`src/rtl/inst_cache_arbiter.sv`:
```
// Arbiter/sequencer sharing the instruction cache port between fetch reads and loader writes.
// Each transaction is IDLE -> ACCESS -> RESP. Every address is range-checked, and the cache inputs are held stable around writes.
`ifndef _INST_CACHE_SIZE
`define _INST_CACHE_SIZE 32'd1023
`endif
`ifndef _INST_CACHE_OFFSET
`define _INST_CACHE_OFFSET 32'd0
`endif

module inst_cache_arbiter #(
    parameter logic [31:0] CACHE_SIZE      = `_INST_CACHE_SIZE,
    parameter logic [31:0] CACHE_OFFSET    = `_INST_CACHE_OFFSET,
    parameter int          MAX_WRITE_BURST = 4
) (
    input  logic        i_clk,
    input  logic        i_rst,
    input  logic        i_fetch_req,
    input  logic [31:0] i_fetch_addr,
    output logic        o_fetch_ack,
    output logic [31:0] o_fetch_val,
    output logic        o_fetch_err,
    input  logic        i_load_req,
    input  logic [31:0] i_load_addr,
    input  logic [31:0] i_load_val,
    output logic        o_load_ack,
    output logic        o_load_err,
    output logic [31:0] o_cache_address,
    output logic [31:0] o_cache_val,
    output logic        o_cache_op_type,
    input  logic [31:0] i_cache_val,
    output logic        o_busy
);
    typedef enum logic [1:0] {IDLE, ACCESS, RESP} state_t;

    state_t      state, state_nxt;
    logic [3:0]  burst_cnt;
    logic        sel_load, lat_ok;
    logic [31:0] cache_addr, cache_val, fetch_val;
    logic        grant_load, grant_fetch;
    logic [31:0] req_addr;
    logic        req_ok;

    // Use 33-bit arithmetic so that addresses near 2^32 cannot wrap into range.
    function automatic logic addr_ok(input logic [31:0] a);
        logic [32:0] top;
        top = {1'b0, a} - {1'b0, CACHE_OFFSET} + 33'd3;
        return (a[1:0] == 2'b00) && (a >= CACHE_OFFSET) && (top <= {1'b0, CACHE_SIZE});
    endfunction

    always_comb begin
        grant_load  = (state == IDLE) && i_load_req &&
                      !(i_fetch_req && (burst_cnt == 4'(MAX_WRITE_BURST)));
        grant_fetch = (state == IDLE) && i_fetch_req && !grant_load;
        req_addr    = grant_load ? i_load_addr : i_fetch_addr;
        req_ok      = addr_ok(req_addr);
    end

    always_ff @(posedge i_clk) begin
        if (i_rst) begin
            state      <= IDLE;
            burst_cnt  <= 4'd0;
            sel_load   <= 1'b0;
            lat_ok     <= 1'b0;
            cache_addr <= CACHE_OFFSET;
            cache_val  <= 32'd0;
            fetch_val  <= 32'd0;
        end else begin
            state <= state_nxt;
            if (grant_load)
                burst_cnt <= i_fetch_req ? burst_cnt + 4'd1 : 4'd0;
            else if (grant_fetch)
                burst_cnt <= 4'd0;
            if (grant_load || grant_fetch) begin
                sel_load <= grant_load;
                lat_ok   <= req_ok;
                // The cache must not see a rejected address, so keep the last valid one.
                if (req_ok)
                    cache_addr <= req_addr;
                if (grant_load && req_ok)
                    cache_val <= i_load_val;
            end
            if (state == ACCESS && !sel_load)
                fetch_val <= lat_ok ? i_cache_val : 32'd0;
        end
    end

    always_comb begin
        state_nxt = IDLE;
        case (state)
            IDLE:    state_nxt = (grant_load || grant_fetch) ? ACCESS : IDLE;
            ACCESS:  state_nxt = RESP;
            RESP:    state_nxt = IDLE;
            default: state_nxt = IDLE;
        endcase
    end

    always_comb begin
        o_cache_address = cache_addr;
        o_cache_val     = cache_val;
        o_cache_op_type = (state == ACCESS) && sel_load && lat_ok;
        o_fetch_ack     = (state == RESP) && !sel_load;
        o_fetch_err     = (state == RESP) && !sel_load && !lat_ok;
        o_fetch_val     = fetch_val;
        o_load_ack      = (state == RESP) && sel_load;
        o_load_err      = (state == RESP) && sel_load && !lat_ok;
        o_busy          = (state != IDLE);
    end
endmodule

```
`config.mk`:
```
export PLATFORM = sky130hd
export DESIGN_NAME = inst_cache_arbiter
export DESIGN_NICKNAME = d
export VERILOG_FILES = /design/src/rtl/inst_cache_arbiter.sv
export SDC_FILE = /design/constraint.sdc
export NUM_CORES = 1
export LEC_CHECK = 0
export BUFFER_PORTS_ARGS = -buffer_cell sky130_fd_sc_hd__buf_2
export CAP_MARGIN = 20
export CORE_UTILIZATION = 54
export CTS_BUF_LIST = sky130_fd_sc_hd__clkbuf_8
export DETAILED_ROUTE_END_ITERATION = 8
export GPL_TIMING_DRIVEN = 0
export PLACE_DENSITY = 0.95
export RECOVER_POWER = 50
export SKIP_LAST_GASP = 1
export SLEW_MARGIN = 20
export SYNTH_ARGS = -nofsm -noshare
export SYNTH_HDL_FRONTEND = slang
export SYNTH_SLANG_ARGS = --single-unit
```
`constraint.sdc`:
```
create_clock -name i_clk -period 8.2 [get_ports i_clk]
set_input_delay 1.64 -clock i_clk [delete_from_list [all_inputs] [get_ports i_clk]]
set_output_delay 1.64 -clock i_clk [all_outputs]
set_load 0.03 [all_outputs]
```
==> impl.org <==
** Run status
- Run status :: complete, no violations

** GRT
- All-Layer GR Usage :: 0.336
- Entering global routing, the biggest net connects 21 pins.
- Via count of the first global-routing pass :: 5733
- The first global-routing pass estimated 28.2 mm of wire.
- For this run the aggregate overflow at the end of global routing stands at 0.
- Antenna violations before repair :: 0

** Logic synthesis
- Most frequent cell after synthesis :: sky130_fd_sc_hd__dfxtp_1
- Netlist area before placement :: 5550 µm²
- Xor and xnor area share after synthesis :: 0.0174
- Share of the synthesized area in the top cell type :: 0.375
- Count of mapped cells out of synthesis :: 684
- Number of enable-type register cells in the synthesized netlist :: 0
- Simple-gate share of the synthesized area :: 0.291
- List of most frequent post-synthesis cells :: sky130_fd_sc_hd__dfxtp_1, sky130_fd_sc_hd__a21oi_1, sky130_fd_sc_hd__nand2_1
- Of the total synthesized cell area, the portion taken by full adders, half adders and majority gates is 0.00902.
- Synthesis produced a netlist with a net count of 820.
- For this run, the leading register cell type out of synthesis is sky130_fd_sc_hd__dfxtp_1.
- Leading area contributor after synthesis :: sky130_fd_sc_hd__dfxtp_1
- Synthesized area per cell :: 8.11 µm²
- Count of distinct cell types in the synthesized netlist :: 64
- Flip-flop and latch count after synthesis :: 104
- The Yosys step of the flow raised 0 warnings.
- Share of the synthesized area in compound gates (AO/OA/AOI/OAI) :: 0.236
- Measured against the total synthesized area, the mux share comes to 0.0198.
- Largest cells by area after synthesis :: sky130_fd_sc_hd__dfxtp_1, sky130_fd_sc_hd__a21oi_1, sky130_fd_sc_hd__nand4_1, sky130_fd_sc_hd__nand3_1, sky130_fd_sc_hd__nand2_1
- The share of the Yosys chip area taken by registers is 0.375.
- By area, the combinational part of the netlist is dominated by simple AND/OR/NAND/NOR gates.
- Share of synthesized flip-flops with an asynchronous set or reset :: 0

** CTS
- Clock buffers created by TritonCTS :: 9
- Cts-stage hold buffer count :: 0
- CTS saw 104 sinks.
- Number of setup buffers added after CTS :: 0
- H-tree Lvls :: 3
- After clock tree synthesis, the clock-pin slew on the worst setup and hold paths is 0.11 ns.
- Root Buffer :: sky130_fd_sc_hd__clkbuf_8
- Clock latency on the worst-skew pair, taken at its later pin, is 0.37 ns.
- The clock passes through at most 2 buffers.
- TritonCTS built the clock tree.
- Post-cts gate resize count :: 0

** Power and ir drop
- Maximum vdd drop :: 0.0000885 V
- Cell Pwr Density :: 147 nW/µm²
- For this design the static power due to leakage is 0.00266 µW.
- The design draws 1030 µW.

** Die
- Core Rows :: 36
- The core region is 9860 µm².
- Starting density of the core :: 0.563
- The floorplan step set the die height to 103 µm.
- The floorplan step defined a die boundary enclosing 10700 µm².
- Horizontal extent of the die :: 103 µm
- Top-level I/O count :: 234

** Hold path
- The worst hold path begins at o_fetch_val[23].
- Path class of the lowest-slack min-delay path :: reg2reg

** Cells and area
- Summing all multi-input logic gate instances after layout gives 3180 µm².
- Ratio of cells with drive above 1 in the final layout :: 0.221
- Storage element area :: 2080 µm²
- Fill cells in the final layout number 870.
- Finished Cell Area :: 7010 µm²
- The final layout contains 1063 nets.
- Area growth syn-to-layout :: 26.3%

** Detailed routing
- The first routing iteration left 585 violations.
- Wires add up to 18.7 mm.
- WL met1 :: 7.40 mm
- Using the TritonRoute via totals, the vias-per-cell ratio works out to 6.20.
- Number of nets still failing antenna checks after routing :: 0
- For this run, the detailed router's first-pass iteration total came to 5.
- The routed design uses 8.96 mm of met2 wire.
- The highest layer touched by signal routing is met4.
- Number of remaining DRC errors :: 0
- After detailed routing, the average wire length per cell comes to 17.5 µm.
- Amount of wire on met3 after detailed routing :: 1.81 mm
- For this block, the via count after detailed routing is 6614.

** Setup path
- STA classifies the critical path startpoint as a primary input.
- Highest cell delay on the worst timing path :: 0.54 ns
- Data on the critical path arrives at its endpoint at 7.11 ns.
- Maximum fanout along the worst path :: 10
- The setup path with the least slack is of type in2reg.
- The critical path goes through buf_2 > nand4b_1 > nand2_1 > clkbuf_1 > buf_1 > mux2i_1 > ha_1 > clkbuf_1 > nor2b_1 > nor3b_1 > a32oi_2 > nor3_1 > or3b_1 > nor4_4 > buf_2 > a31oi_1 > a311oi_1.
- Crit path max-delay cell type :: sky130_fd_sc_hd__nor4_4
- The startpoint identified for the worst register-to-register timing path is burst_cnt[0].
- Buffers plus inverters on the worst setup path :: 5
- Crit path from :: i_fetch_req
- Nature of the critical path endpoint :: flip-flop
- Broken down by cell family, the worst path's largest delay share belongs to simple AND/OR/NAND/NOR gates.
- For the worst setup path, the data required time is 8.45 ns.

** STA
- The final hold violation count is 0.
- In this run the tightest slew margin relative to its limit is 0.337.
- Final-report max-slew violation count :: 0
- The clock period could shrink to 6.85 ns.
- Static timing analysis puts the maximum clock frequency at 146 MHz.
- Clock skew after layout :: 0.0252 ns
- Sum of negative setup slack :: 0 ns
- Slew at the pin with the worst max-slew slack :: 0.985 ns
- Setup violations remaining at the end of the flow were counted as 0.
- Unrepaired setup endpoints after global routing :: false
- Crit share post-route :: 0.836

** Placement
- Number of port buffers :: 232
- Post-placement cell area :: 6880 µm²
- The congestion estimate from routability-driven global placement came to 1.02.
- Post-DP HPWL :: 14.2 mm

** Run
- # Max-Cap Violations :: 0
through the flow:
step / utilization / cells / hold WS [ns] / worst slack, ns
after floorplan: - / 684 / 0.462 / 2.60
after CTS: 0.719 / 1065 / 0.456 / 1.52
after global placement: 0.697 / 1049 / 0.436 / 1.24
after global routing: 0.711 / 1065 / 0.474 / 1.02
final: 0.711 / 1066 / 0.457 / 1.35
after detailed placement: 0.697 / 1049 / 0.439 / 1.16
metal layers:
| metal | vias to the layer above | global-route usage |
|---|---|---|
| met5 | - | 0 |
| met4 | 0 | 0.115 |
| met3 | 53 | 0.0726 |
| met2 | 415 | 0.574 |
| met1 | 3054 | 0.420 |
| li1 | 3092 | - |
logic make-up after synthesis:
kind of cell	after synthesis
AND/OR/NAND/NOR	289
multiplexers	11
flip-flops	104
adder cells (fa/ha/maj)	4
XOR/XNOR	11
buffers and inverters	66
AO/OA/AOI/OAI	199
path summary, 6_finish.rpt:
kind | slack (ns) | depth (start not counted) | endpoint
setup reg to reg | 2.22 | 18 | o_cache_address[6]
setup / recovery | 1.35 | 17 | o_cache_address[6]
hold reg to reg | 0.46 | 2 | o_fetch_val[23]
hold / removal | 0.46 | 2 | o_fetch_val[23]
registers in the layout (all words and copies together), names as in the netlist:
name and cells:
state 2, o_cache_address 32, burst_cnt 4, lat_ok 1
o_fetch_val 32, sel_load 1, o_cache_val 32
area by class of cell:
class                   instances  share of cell area
multi-input cells             514               0.454
inverters                       8             0.00428
repair buffers                232               0.153
well taps                     133              0.0237
clock buffers                   9              0.0177
plain buffers                  58              0.0368
diodes                          1            0.000357
clock inverters                 7              0.0136
flip-flops and latches        104               0.297
power breakdown:
group	switching, µW	total (µW)	internal, µW
registers	2.32	509	506
clock network	200	350	151
logic	114	173	59.4
worst min-delay path: cells and delay by family (launching register included):
| kind | cells | cell delay, ns |
|---|---|---|
| compound gates | 1 | 0.05 |
| flops | 1 | 0.32 |
| simple gates | 1 | 0.05 |
placed cells by master, fill, tap and decap left out, types with 3 or more instances in the layout:
master,count
sky130_fd_sc_hd__inv_1,8
sky130_fd_sc_hd__nor2_1,22
sky130_fd_sc_hd__o31ai_1,28
sky130_fd_sc_hd__dfxtp_1,104
sky130_fd_sc_hd__nor4_1,20
sky130_fd_sc_hd__nand3_1,50
sky130_fd_sc_hd__clkbuf_8,9
sky130_fd_sc_hd__o21ai_0,15
sky130_fd_sc_hd__a311oi_1,8
sky130_fd_sc_hd__a22oi_1,3
sky130_fd_sc_hd__buf_6,3
sky130_fd_sc_hd__clkbuf_1,114
sky130_fd_sc_hd__nor3b_1,5
sky130_fd_sc_hd__and4b_1,3
sky130_fd_sc_hd__ha_1,4
sky130_fd_sc_hd__or3_1,4
sky130_fd_sc_hd__a211oi_1,8
sky130_fd_sc_hd__nand2_1,65
sky130_fd_sc_hd__o31ai_2,5
sky130_fd_sc_hd__a31oi_1,16
sky130_fd_sc_hd__nand4_1,48
sky130_fd_sc_hd__xor2_1,4
sky130_fd_sc_hd__nand4b_1,5
sky130_fd_sc_hd__nand2b_1,4
sky130_fd_sc_hd__nor2b_1,5
sky130_fd_sc_hd__nor3_1,8
sky130_fd_sc_hd__and2_1,24
sky130_fd_sc_hd__a41oi_1,3
sky130_fd_sc_hd__and4_1,4
sky130_fd_sc_hd__xnor2_1,7
sky130_fd_sc_hd__buf_2,170
sky130_fd_sc_hd__mux2i_1,11
sky130_fd_sc_hd__o211ai_1,4
sky130_fd_sc_hd__and3_1,10
sky130_fd_sc_hd__a21oi_1,82
Note: power is estimated with default switching activity, not from simulation.
